## src/rtl/conv_pkg.sv

```systemverilog
// Shared types and default geometry for the convolution window controller.
// No logic; imported by conv_window_ctrl and raster_counter.
// Backpressure: n/a.
package conv_pkg;

    localparam int unsigned DEF_LINE_LENGTH = 28;
    localparam int unsigned DEF_NUM_LINES   = 28;
    localparam int unsigned DEF_WINDOW_SIZE = 3;

    typedef enum logic [1:0] {
        ST_IDLE,
        ST_RUN,
        ST_FLUSH,
        ST_DONE
    } state_t;

endpackage

```

## src/rtl/raster_counter.sv

```systemverilog
// Row/column tracker for a raster-scanned frame; last flags the final pixel.
// Latency: position updates the cycle after advance.
// Backpressure: none; advance is only asserted by the owner when a pixel is taken.
module raster_counter
    import conv_pkg::*;
#(
    parameter int LINE_LENGTH = DEF_LINE_LENGTH,
    parameter int NUM_LINES   = DEF_NUM_LINES,
    localparam int CW = $clog2(LINE_LENGTH),
    localparam int RW = $clog2(NUM_LINES)
) (
    input  logic          clk_i,
    input  logic          rst_ni,
    input  logic          clear,
    input  logic          advance,
    output logic [RW-1:0] row,
    output logic [CW-1:0] col,
    output logic          last
);

    logic col_last;
    logic row_last;

    assign col_last = (col == CW'(LINE_LENGTH - 1));
    assign row_last = (row == RW'(NUM_LINES - 1));
    assign last     = col_last && row_last;

    always_ff @(posedge clk_i or negedge rst_ni) begin
        if (!rst_ni) begin
            row <= '0;
            col <= '0;
        end else if (clear) begin
            row <= '0;
            col <= '0;
        end else if (advance) begin
            if (col_last) begin
                col <= '0;
                // Wrap the row too so the counter never leaves the frame.
                row <= row_last ? '0 : row + 1'b1;
            end else begin
                col <= col + 1'b1;
            end
        end
    end

endmodule

```

## src/rtl/conv_window_ctrl.sv

```systemverilog
// Sequences a sliding-window buffer over one frame; optional stride-2 via CONV_WINDOW_CTRL_STRIDE_EN.
// Latency: window_valid_o rises the cycle after the window's bottom-right pixel is accepted.
// Backpressure: an unconsumed window blocks in_ready_o until out_ready_i; FLUSH accepts nothing.
module conv_window_ctrl
    import conv_pkg::*;
#(
    parameter int LINE_LENGTH = DEF_LINE_LENGTH,
    parameter int NUM_LINES   = DEF_NUM_LINES,
    parameter int WINDOW_SIZE = DEF_WINDOW_SIZE,
    localparam int CW = $clog2(LINE_LENGTH),
    localparam int RW = $clog2(NUM_LINES)
) (
    input  logic          clk_i,
    input  logic          rst_ni,
    input  logic          start_i,
`ifdef CONV_WINDOW_CTRL_STRIDE_EN
    input  logic          stride_i,
`endif
    input  logic          in_valid_i,
    output logic          in_ready_o,
    output logic          buf_enable_o,
    input  logic          out_ready_i,
    output logic          window_valid_o,
    output logic [RW-1:0] win_row_o,
    output logic [CW-1:0] win_col_o,
    output logic          busy_o,
    output logic          frame_done_o
);

    localparam logic [RW-1:0] ROW_OFF = RW'(WINDOW_SIZE - 1);
    localparam logic [CW-1:0] COL_OFF = CW'(WINDOW_SIZE - 1);

    state_t        state_q;
    state_t        state_d;
    logic          clear_cnt;
    logic          accept;
    logic          qualify;
    logic          stride_ok;
    logic          last_pix;
    logic [RW-1:0] row;
    logic [CW-1:0] col;
    logic [RW-1:0] row_rel;
    logic [CW-1:0] col_rel;

    raster_counter #(
        .LINE_LENGTH (LINE_LENGTH),
        .NUM_LINES   (NUM_LINES)
    ) u_raster (
        .clk_i   (clk_i),
        .rst_ni  (rst_ni),
        .clear   (clear_cnt),
        .advance (accept),
        .row     (row),
        .col     (col),
        .last    (last_pix)
    );

    assign in_ready_o   = (state_q == ST_RUN) && (!window_valid_o || out_ready_i);
    assign accept       = in_valid_i && in_ready_o;
    assign buf_enable_o = accept;

    assign row_rel = row - ROW_OFF;
    assign col_rel = col - COL_OFF;

`ifdef CONV_WINDOW_CTRL_STRIDE_EN
    logic stride_q;

    always_ff @(posedge clk_i or negedge rst_ni) begin
        if (!rst_ni) begin
            stride_q <= 1'b0;
        end else if (state_q == ST_IDLE && start_i) begin
            stride_q <= stride_i;
        end
    end

    assign stride_ok = !stride_q || (!row_rel[0] && !col_rel[0]);
`else
    assign stride_ok = 1'b1;
`endif

    assign qualify = (row >= ROW_OFF) && (col >= COL_OFF) && stride_ok;

    always_ff @(posedge clk_i or negedge rst_ni) begin
        if (!rst_ni) begin
            state_q <= ST_IDLE;
        end else begin
            state_q <= state_d;
        end
    end

    always_comb begin
        state_d      = state_q;
        clear_cnt    = 1'b0;
        busy_o       = (state_q != ST_IDLE);
        frame_done_o = (state_q == ST_DONE);
        case (state_q)
            ST_IDLE: begin
                if (start_i) begin
                    state_d   = ST_RUN;
                    clear_cnt = 1'b1;
                end
            end
            ST_RUN: begin
                // A non-qualifying final pixel leaves nothing to drain: any
                // pending window was consumed in the same cycle it was taken.
                if (accept && last_pix) begin
                    state_d = qualify ? ST_FLUSH : ST_DONE;
                end
            end
            ST_FLUSH: begin
                if (window_valid_o && out_ready_i) begin
                    state_d = ST_DONE;
                end
            end
            ST_DONE: begin
                state_d = ST_IDLE;
            end
            default: begin
                state_d = ST_IDLE;
            end
        endcase
    end

    always_ff @(posedge clk_i or negedge rst_ni) begin
        if (!rst_ni) begin
            window_valid_o <= 1'b0;
            win_row_o      <= '0;
            win_col_o      <= '0;
        end else if (accept && qualify) begin
            window_valid_o <= 1'b1;
            win_row_o      <= row_rel;
            win_col_o      <= col_rel;
        end else if (out_ready_i) begin
            window_valid_o <= 1'b0;
        end
    end

endmodule

```

## config.mk

```make
export PLATFORM = sky130hd
export DESIGN_NAME = conv_window_ctrl
export DESIGN_NICKNAME = d
export VERILOG_FILES = /design/src/rtl/conv_pkg.sv /design/src/rtl/raster_counter.sv /design/src/rtl/conv_window_ctrl.sv
export SDC_FILE = /design/constraint.sdc
export NUM_CORES = 1
export LEC_CHECK = 0
export BUFFER_PORTS_ARGS = -buffer_cell sky130_fd_sc_hd__buf_4
export CAP_MARGIN = 0
export CORE_MARGIN = 2
export CORE_UTILIZATION = 56
export DETAILED_ROUTE_END_ITERATION = 10
export PLACE_DENSITY = 0.8
export SLEW_MARGIN = 15
export SYNTH_ARGS = -nofsm -noshare
export SYNTH_HDL_FRONTEND = slang
export SYNTH_SLANG_ARGS = --single-unit
```

## constraint.sdc

```tcl
create_clock -name clk_i -period 2.9 [get_ports clk_i]
set_clock_uncertainty 0.2 [all_clocks]
set_input_delay 0.58 -clock clk_i [delete_from_list [all_inputs] [get_ports clk_i]]
set_output_delay 0.58 -clock clk_i [all_outputs]
set_load 0.01 [all_outputs]
```

==> run metrics, run 1 <==
first-iteration detailed-routing DRC count=38; Sink Count=23; ant diodes=0; Fin Hold WS=0.3253 ns; post-synthesis cell count=141; outcome=finished clean; CTS max path bufs=2; worst slew pin tran=0.3692 ns; Total GRT Usage=21.60%; VDD IR-drop max=444.3 uV; PortBufs=19; CTS buffer count=3; I/O pin total=20; Primary FF master, synth=dfrtp_1; largest family of logic cells by synthesized area=compound AO/OA/AOI/OAI gates; Max Fclk=0.4105 GHz; Tmin final=2.436 ns; Root Driver=clkbuf_4; dominant cells by area after synthesis=dfrtp_1 43%, ha_1 12%, o21ai_0 8.5%; GR Overflow Total=0; Mapped Area=1354 sq um; Critical Path AT=1.66 ns; Synth top area share=42.51%; Clock Latency Late Sink=0.31 ns; vias in the first global route=964; hold crit path type=flop to flop; clock slew at reported path FFs=0.12 ns; Final Setup Violations=0; Post-Synth XOR/XNOR Area=2.588%; synthesized area per cell=9.601 sq um; wirelength, routed=2575 microns; Synth Area in Simple Gates=17.01%; RSZ-0062 raised after global routing=no; Synth async-reset ratio=100.0%; post-synthesis adder-cell area fraction=12.01%; Crit. End Element=primary output; Max-cap violations=0; DP HPWL=1927 microns; Cell Pwr Density=619.0 nW/um^2; # rows=17; first-pass GRT wire length=4319 microns; ANT nets after route=0; compound-cell area share of the yosys netlist=18.21%; placer's final routability congestion estimate=0.8330; largest net degree at the start of global routing=24; DIE AREA=2827 sq um; Die X-Extent=53.17 microns; Worst EP required=2.12 ns; drt first pass iters=4; CTS tree=done; critical path peak fanout=6; post-DR vias/cell=5.670; Yosys warnings=0; Worst setup SP type=flop; initial core utilization=60.04%; DRC errors left=0; initial antenna violation count=0; sum of negative setup slack=0 ns; Mapped Nets=159; H-tree depth=1; EDFF count, synth=0; Slew HR=75.29%; Final Hold Vio Count=0; Netlist cell types=37; Final #Nets=179; kind of critical path=flop to primary output; Pleak=0.7475 nW; via count=1,066; mux cell area share after synthesis=0.7394%; share of layout cells above drive strength 1=21.25%; drt wl/cell=13.70 microns; #FFs+latches synth=23; final cycle utilization of the critical path=84.01%; cell taking the most area after synthesis=dfrtp_1; Die H=53.17 microns; Slew Limit Fails=0; Layout area overhead=13.31%; register area share after synthesis=42.51%; Core ar.=2255 sq um; Commonest cells post-synth=23 x dfrtp_1, 23 x o21ai_0, 13 x ha_1; Power Total=0.0009495 W
==> worst max-delay path: stages (launching register included) <==
cell and delay, ns:
dfrtp_1 0.43, inv_1 0.13, ha_1 0.21, and2_2 0.23, nand2_1 0.09, inv_1 0.12
buf_4 0.13
==> repair_timing <==
action                    4_1_cts  5_1_grt
buffers inserted                0        0
hold endpoints to repair       23        0
resized for setup               0        0
hold buffers                    1        0
==> registers in the layout (all words and copies together), names as in the netlist <==
signal / flops
u_raster.col: 5
u_raster.row: 5
win_col_o: 5
win_row_o: 5
state_q: 2
window_valid_o: 1
==> worst paths after layout <==
kind / from / end / slack [ns] / cells past startpoint
worst min register to register: win_row_o[3] / win_row_o[3] / 0.33 / 2
max in group asynchronous: rst_ni / u_raster.row[1] / 1.77 / 2
worst max-delay path: state_q[1] / buf_enable_o / 0.46 / 6
min in group asynchronous: rst_ni / win_col_o[0] / 0.50 / 2
worst min-delay path: win_row_o[3] / win_row_o[3] / 0.33 / 2
worst max register to register: u_raster.col[2] / win_col_o[3] / 0.62 / 7
==> placed cells by master (no fill, tap or decap), types with 3 or more instances in the layout <==
| cell | synthesis | routed |
|---|---|---|
| xnor2_1 | 4 | 4 |
| inv_1 | 12 | 12 |
| buf_4 | 1 | 21 |
| a21oi_1 | 12 | 12 |
| o21ai_0 | 23 | 23 |
| nor2_1 | 6 | 6 |
| or3_1 | 4 | 4 |
| dfrtp_1 | 23 | 23 |
| ha_1 | 13 | 13 |
| nand2_1 | 8 | 8 |
| clkbuf_4 | 0 | 3 |
==> per-layer routing <==
metal / vias to the layer above / wire (microns) / GRT usage, %
met2: 24 / 1210 / 34.17
met5: - / 0 / 0
li1: 529 / - / -
met3: 4 / 118 / 2.542
met4: 0 / 41 / 10.26
met1: 509 / 1205 / 29.26
==> cells by family (layout without fill, tap and decap cells) <==
| family | Yosys count | in the layout |
|---|---|---|
| AND/OR/NAND/NOR | 37 | 37 |
| adder cells (fa/ha/maj) | 13 | 13 |
| AO/OA/AOI/OAI | 44 | 44 |
| multiplexers | 1 | 1 |
| buffers and inverters | 19 | 38 |
| flip-flops | 23 | 23 |
| XOR/XNOR | 4 | 4 |
==> power by group <==
part	switching (W)	internal [W]	leakage, nW
Clock	0.0000912	0.0000537	0.0150
Sequential	0.0000474	0.000355	0.314
Combinational	0.000215	0.000187	0.418
==> final cells by class <==
cell class / count / area (sq um)
Clock buffer: 4 / 26.28
Fill cell: 172 / 720.7
Inverter: 12 / 45.04
Multi-Input combinational cell: 99 / 684.4
Sequential cell: 23 / 575.6
Tap cell: 28 / 35.03
Timing Repair Buffer: 22 / 167.7
==> stage by stage <==
stage	setup WS (ns)	utilization [%]	cells	instance area [sq um]
after global placement	0.7181	66.43	183	1498
after floorplan	0.9106	-	141	1354
after detailed placement	0.6652	66.43	183	1498
final	0.4638	68.04	188	1534
after global routing	0.3376	68.04	188	1534
after CTS	0.4654	68.04	188	1534
Power figures use the tool's default switching activity.
==> run 2: changes to the inputs <==
ABC_AREA = 1   (was unset)
PLACE_DENSITY = 0.79   (was 0.8)
clock period = 2.4 ns   (was 2.9 ns; I/O delays follow)
==> run metrics, run 2 <==
Final Setup Violations=0 (unchanged); kind of critical path=flop to primary output; Final Hold Vio Count=0 (unchanged); critical path peak fanout=5 (-1); DIE AREA=2952 sq um (+4.4%); Max-cap violations=0 (unchanged); synthesized area per cell=8.496 sq um (-12%); Primary FF master, synth=dfrtp_1; Synth top area share=40.56% (-1.9 points); CTS tree=done; worst slew pin tran=0.2969 ns (-0.07231 ns); commonest non-fill, non-tap cell in the layout=nand2_1; Netlist cell types=19 (-49%); ANT nets after route=0 (unchanged); drt first pass iters=5 (+1); Mapped Nets=185 (+16%); Fin Hold WS=0.2378 ns (-0.08752 ns); Inst Count DP=214 (+17%); DP HPWL=2163 microns (+12%); Cell Chain, Critical Path=inv_1, ha_2, nand3_2, inv_2, buf_4; register area share after synthesis=40.56% (-1.9 points); CTS buffer count=3 (unchanged); final cycle utilization of the critical path=93.06%; Final #Nets=208 (+16%); Pleak=0.8850 nW (+18%); Root Driver=clkbuf_4; sum of negative setup slack=0 ns (unchanged); H-tree depth=1 (unchanged); drt wl/cell=12.58 microns (-8.1%); first-pass GRT wire length=4664 microns (+8.0%); GR Overflow Total=0 (unchanged); Slew HR=80.21% (+4.9 points); placed cell area=1577 sq um (+5.3%); register area=575.6 sq um (unchanged); Max Fclk=0.4477 GHz; via count=1,156 (+8.4%); commonest cells after routing, fill and taps aside=36 x nand2_1, 23 x dfrtp_1, 20 x inv_1; Crit. End Element=primary output; Critical Path AT=1.55 ns (-0.11 ns); cell at the slowest stage of the critical path=dfrtp_1; Die X-Extent=54.34 microns (+2.2%); EDFF count, synth=0 (unchanged); PortBufs=19 (unchanged); Worst EP required=1.72 ns (-0.40 ns); share of layout cells above drive strength 1=25.93% (+4.7 points); Mapped Area=1419 sq um (+4.8%); DRC errors left=0 (unchanged); vias in the first global route=1,123 (+16%); # fillers=207 (+20%); clock slew at reported path FFs=0.13 ns (about the same); Worst setup SP type=flop; post-DR vias/cell=5.279 (-6.9%); initial antenna violation count=0 (unchanged); Core ar.=2432 sq um (+7.9%); cell taking the most area after synthesis=dfrtp_1; final std cells w/o fill=219 (+16%); VDD IR-drop max=798.0 uV (+80%); Final Cell Area=1615 sq um (+5.3%); Clock Latency Late Sink=0.32 ns (about the same); post-synthesis cell count=167 (+18%); Slew Limit Fails=0 (unchanged); largest net degree at the start of global routing=24 (unchanged); I/O pin total=20 (unchanged); dominant cells by area after synthesis=dfrtp_1 41%, ha_1 11%, nand2_1 9.5%; placer's final routability congestion estimate=0.7980 (-4.2%); # rows=18 (+1); Layout area overhead=13.84%; Commonest cells post-synth=36 x nand2_1, 23 x dfrtp_1, 20 x inv_1; area of the multi-input gates=737.0 sq um (+7.7%); RSZ-0062 raised after global routing=no; max incr delay on CP=0.45 ns (+0.02 ns); Die H=54.34 microns (+2.2%); final core occ=66.41% (-1.6 points); #FFs+latches synth=23 (unchanged); Synth async-reset ratio=100.0% (unchanged); hold crit path type=primary input to flop; Tmin final=2.234 ns; Cell Pwr Density=1197 nW/um^2 (+93%); initial core utilization=58.33% (-1.7 points); Sink Count=23 (unchanged); Total GRT Usage=21.65% (+0.051 points); ant diodes=0 (unchanged); wirelength, routed=2756 microns (+7.0%); most common cell in the synthesized netlist=nand2_1; first-iteration detailed-routing DRC count=21 (-45%); CTS max path bufs=2 (unchanged); Yosys warnings=0 (unchanged); outcome=finished clean
## run 2: cell types whose count changed after synthesis, moves of 4 or more
| cell | change |
|---|---|
| or3_1 | -4 |
| o21ai_2 | +12 |
| a21oi_1 | -8 |
| inv_1 | +8 |
| o21ai_0 | -19 |
| xor2_1 | +5 |
| nand2_1 | +28 |
| nand2_2 | +7 |
| nor2_1 | +10 |
| nand3_1 | +11 |
## run 2: power breakdown
group	leakage [nW]	internal [W]	total, W	switching, W
clock	0.0150	0.0000651	0.000186	0.000121
sequential	0.298	0.000545	0.000702	0.000157
combinational	0.572	0.000433	0.00104	0.000611
## run 2: path summary, 6_finish.rpt
check | from | to | slack [ns] | depth (start not counted)
worst max-delay path | state_q[1] | buf_enable_o | 0.17 | 5
min in group asynchronous | rst_ni | win_row_o[4] | 0.38 | 2
worst min register to register | win_col_o[2] | win_col_o[2] | 0.30 | 2
worst min-delay path | out_ready_i | window_valid_o | 0.24 | 4
max in group asynchronous | rst_ni | win_col_o[0] | 1.39 | 2
worst max register to register | state_q[1] | win_col_o[3] | 0.51 | 7
## run 2: layer usage
metal	global-route usage [%]	up-vias	routed length (microns)
li1	-	579	-
met1	24.44	536	1198
met2	41.97	36	1404
met3	3.279	5	117
met4	5.000	0	36
met5	0	-	0
## run 2: cell type report
cell class	instances	share of cell area, %
Multi-Input combinational cell	119	45.62
Tap cell	30	2.324
Inverter	23	5.345
Timing Repair Buffer	20	9.450
Sequential cell	23	35.63
Clock buffer	4	1.627
## run 2: cell families after synthesis
kind of cell | Yosys count | share of synthesized area (%)
xor gates and xnor gates | 6 | 3.704
adders and majority gates | 13 | 11.46
buffers and inverters | 25 | 7.672
DFF | 23 | 40.56
and+or+nand+nor | 78 | 25.49
AOI/OAI and AO/OA | 22 | 11.11
## run 2: worst max-delay path: cells and delay by family, from the launching register on
kind                     cells  cell delay [ns]
adder cells (fa/ha/maj)      1             0.23
buffers and inverters        3             0.41
flip-flops                   1             0.45
AND/OR/NAND/NOR              1             0.13
## run 2: through the flow
stage	power [W]	setup slack [ns]
after floorplan	0.001402	0.7465
after global placement	0.001678	0.5922
final	0.001933	0.1665
after CTS	0.001945	0.1373
after global routing	0.002125	0.05107
after detailed placement	0.001758	0.5056
## run 2: what timing repair did
item,in CTS,in global routing
setup buffers,0,0
hold endpoints to repair,23,0
hold buffers,1,0
gates resized for setup,0,1
endpoints found under the setup margin,0,1
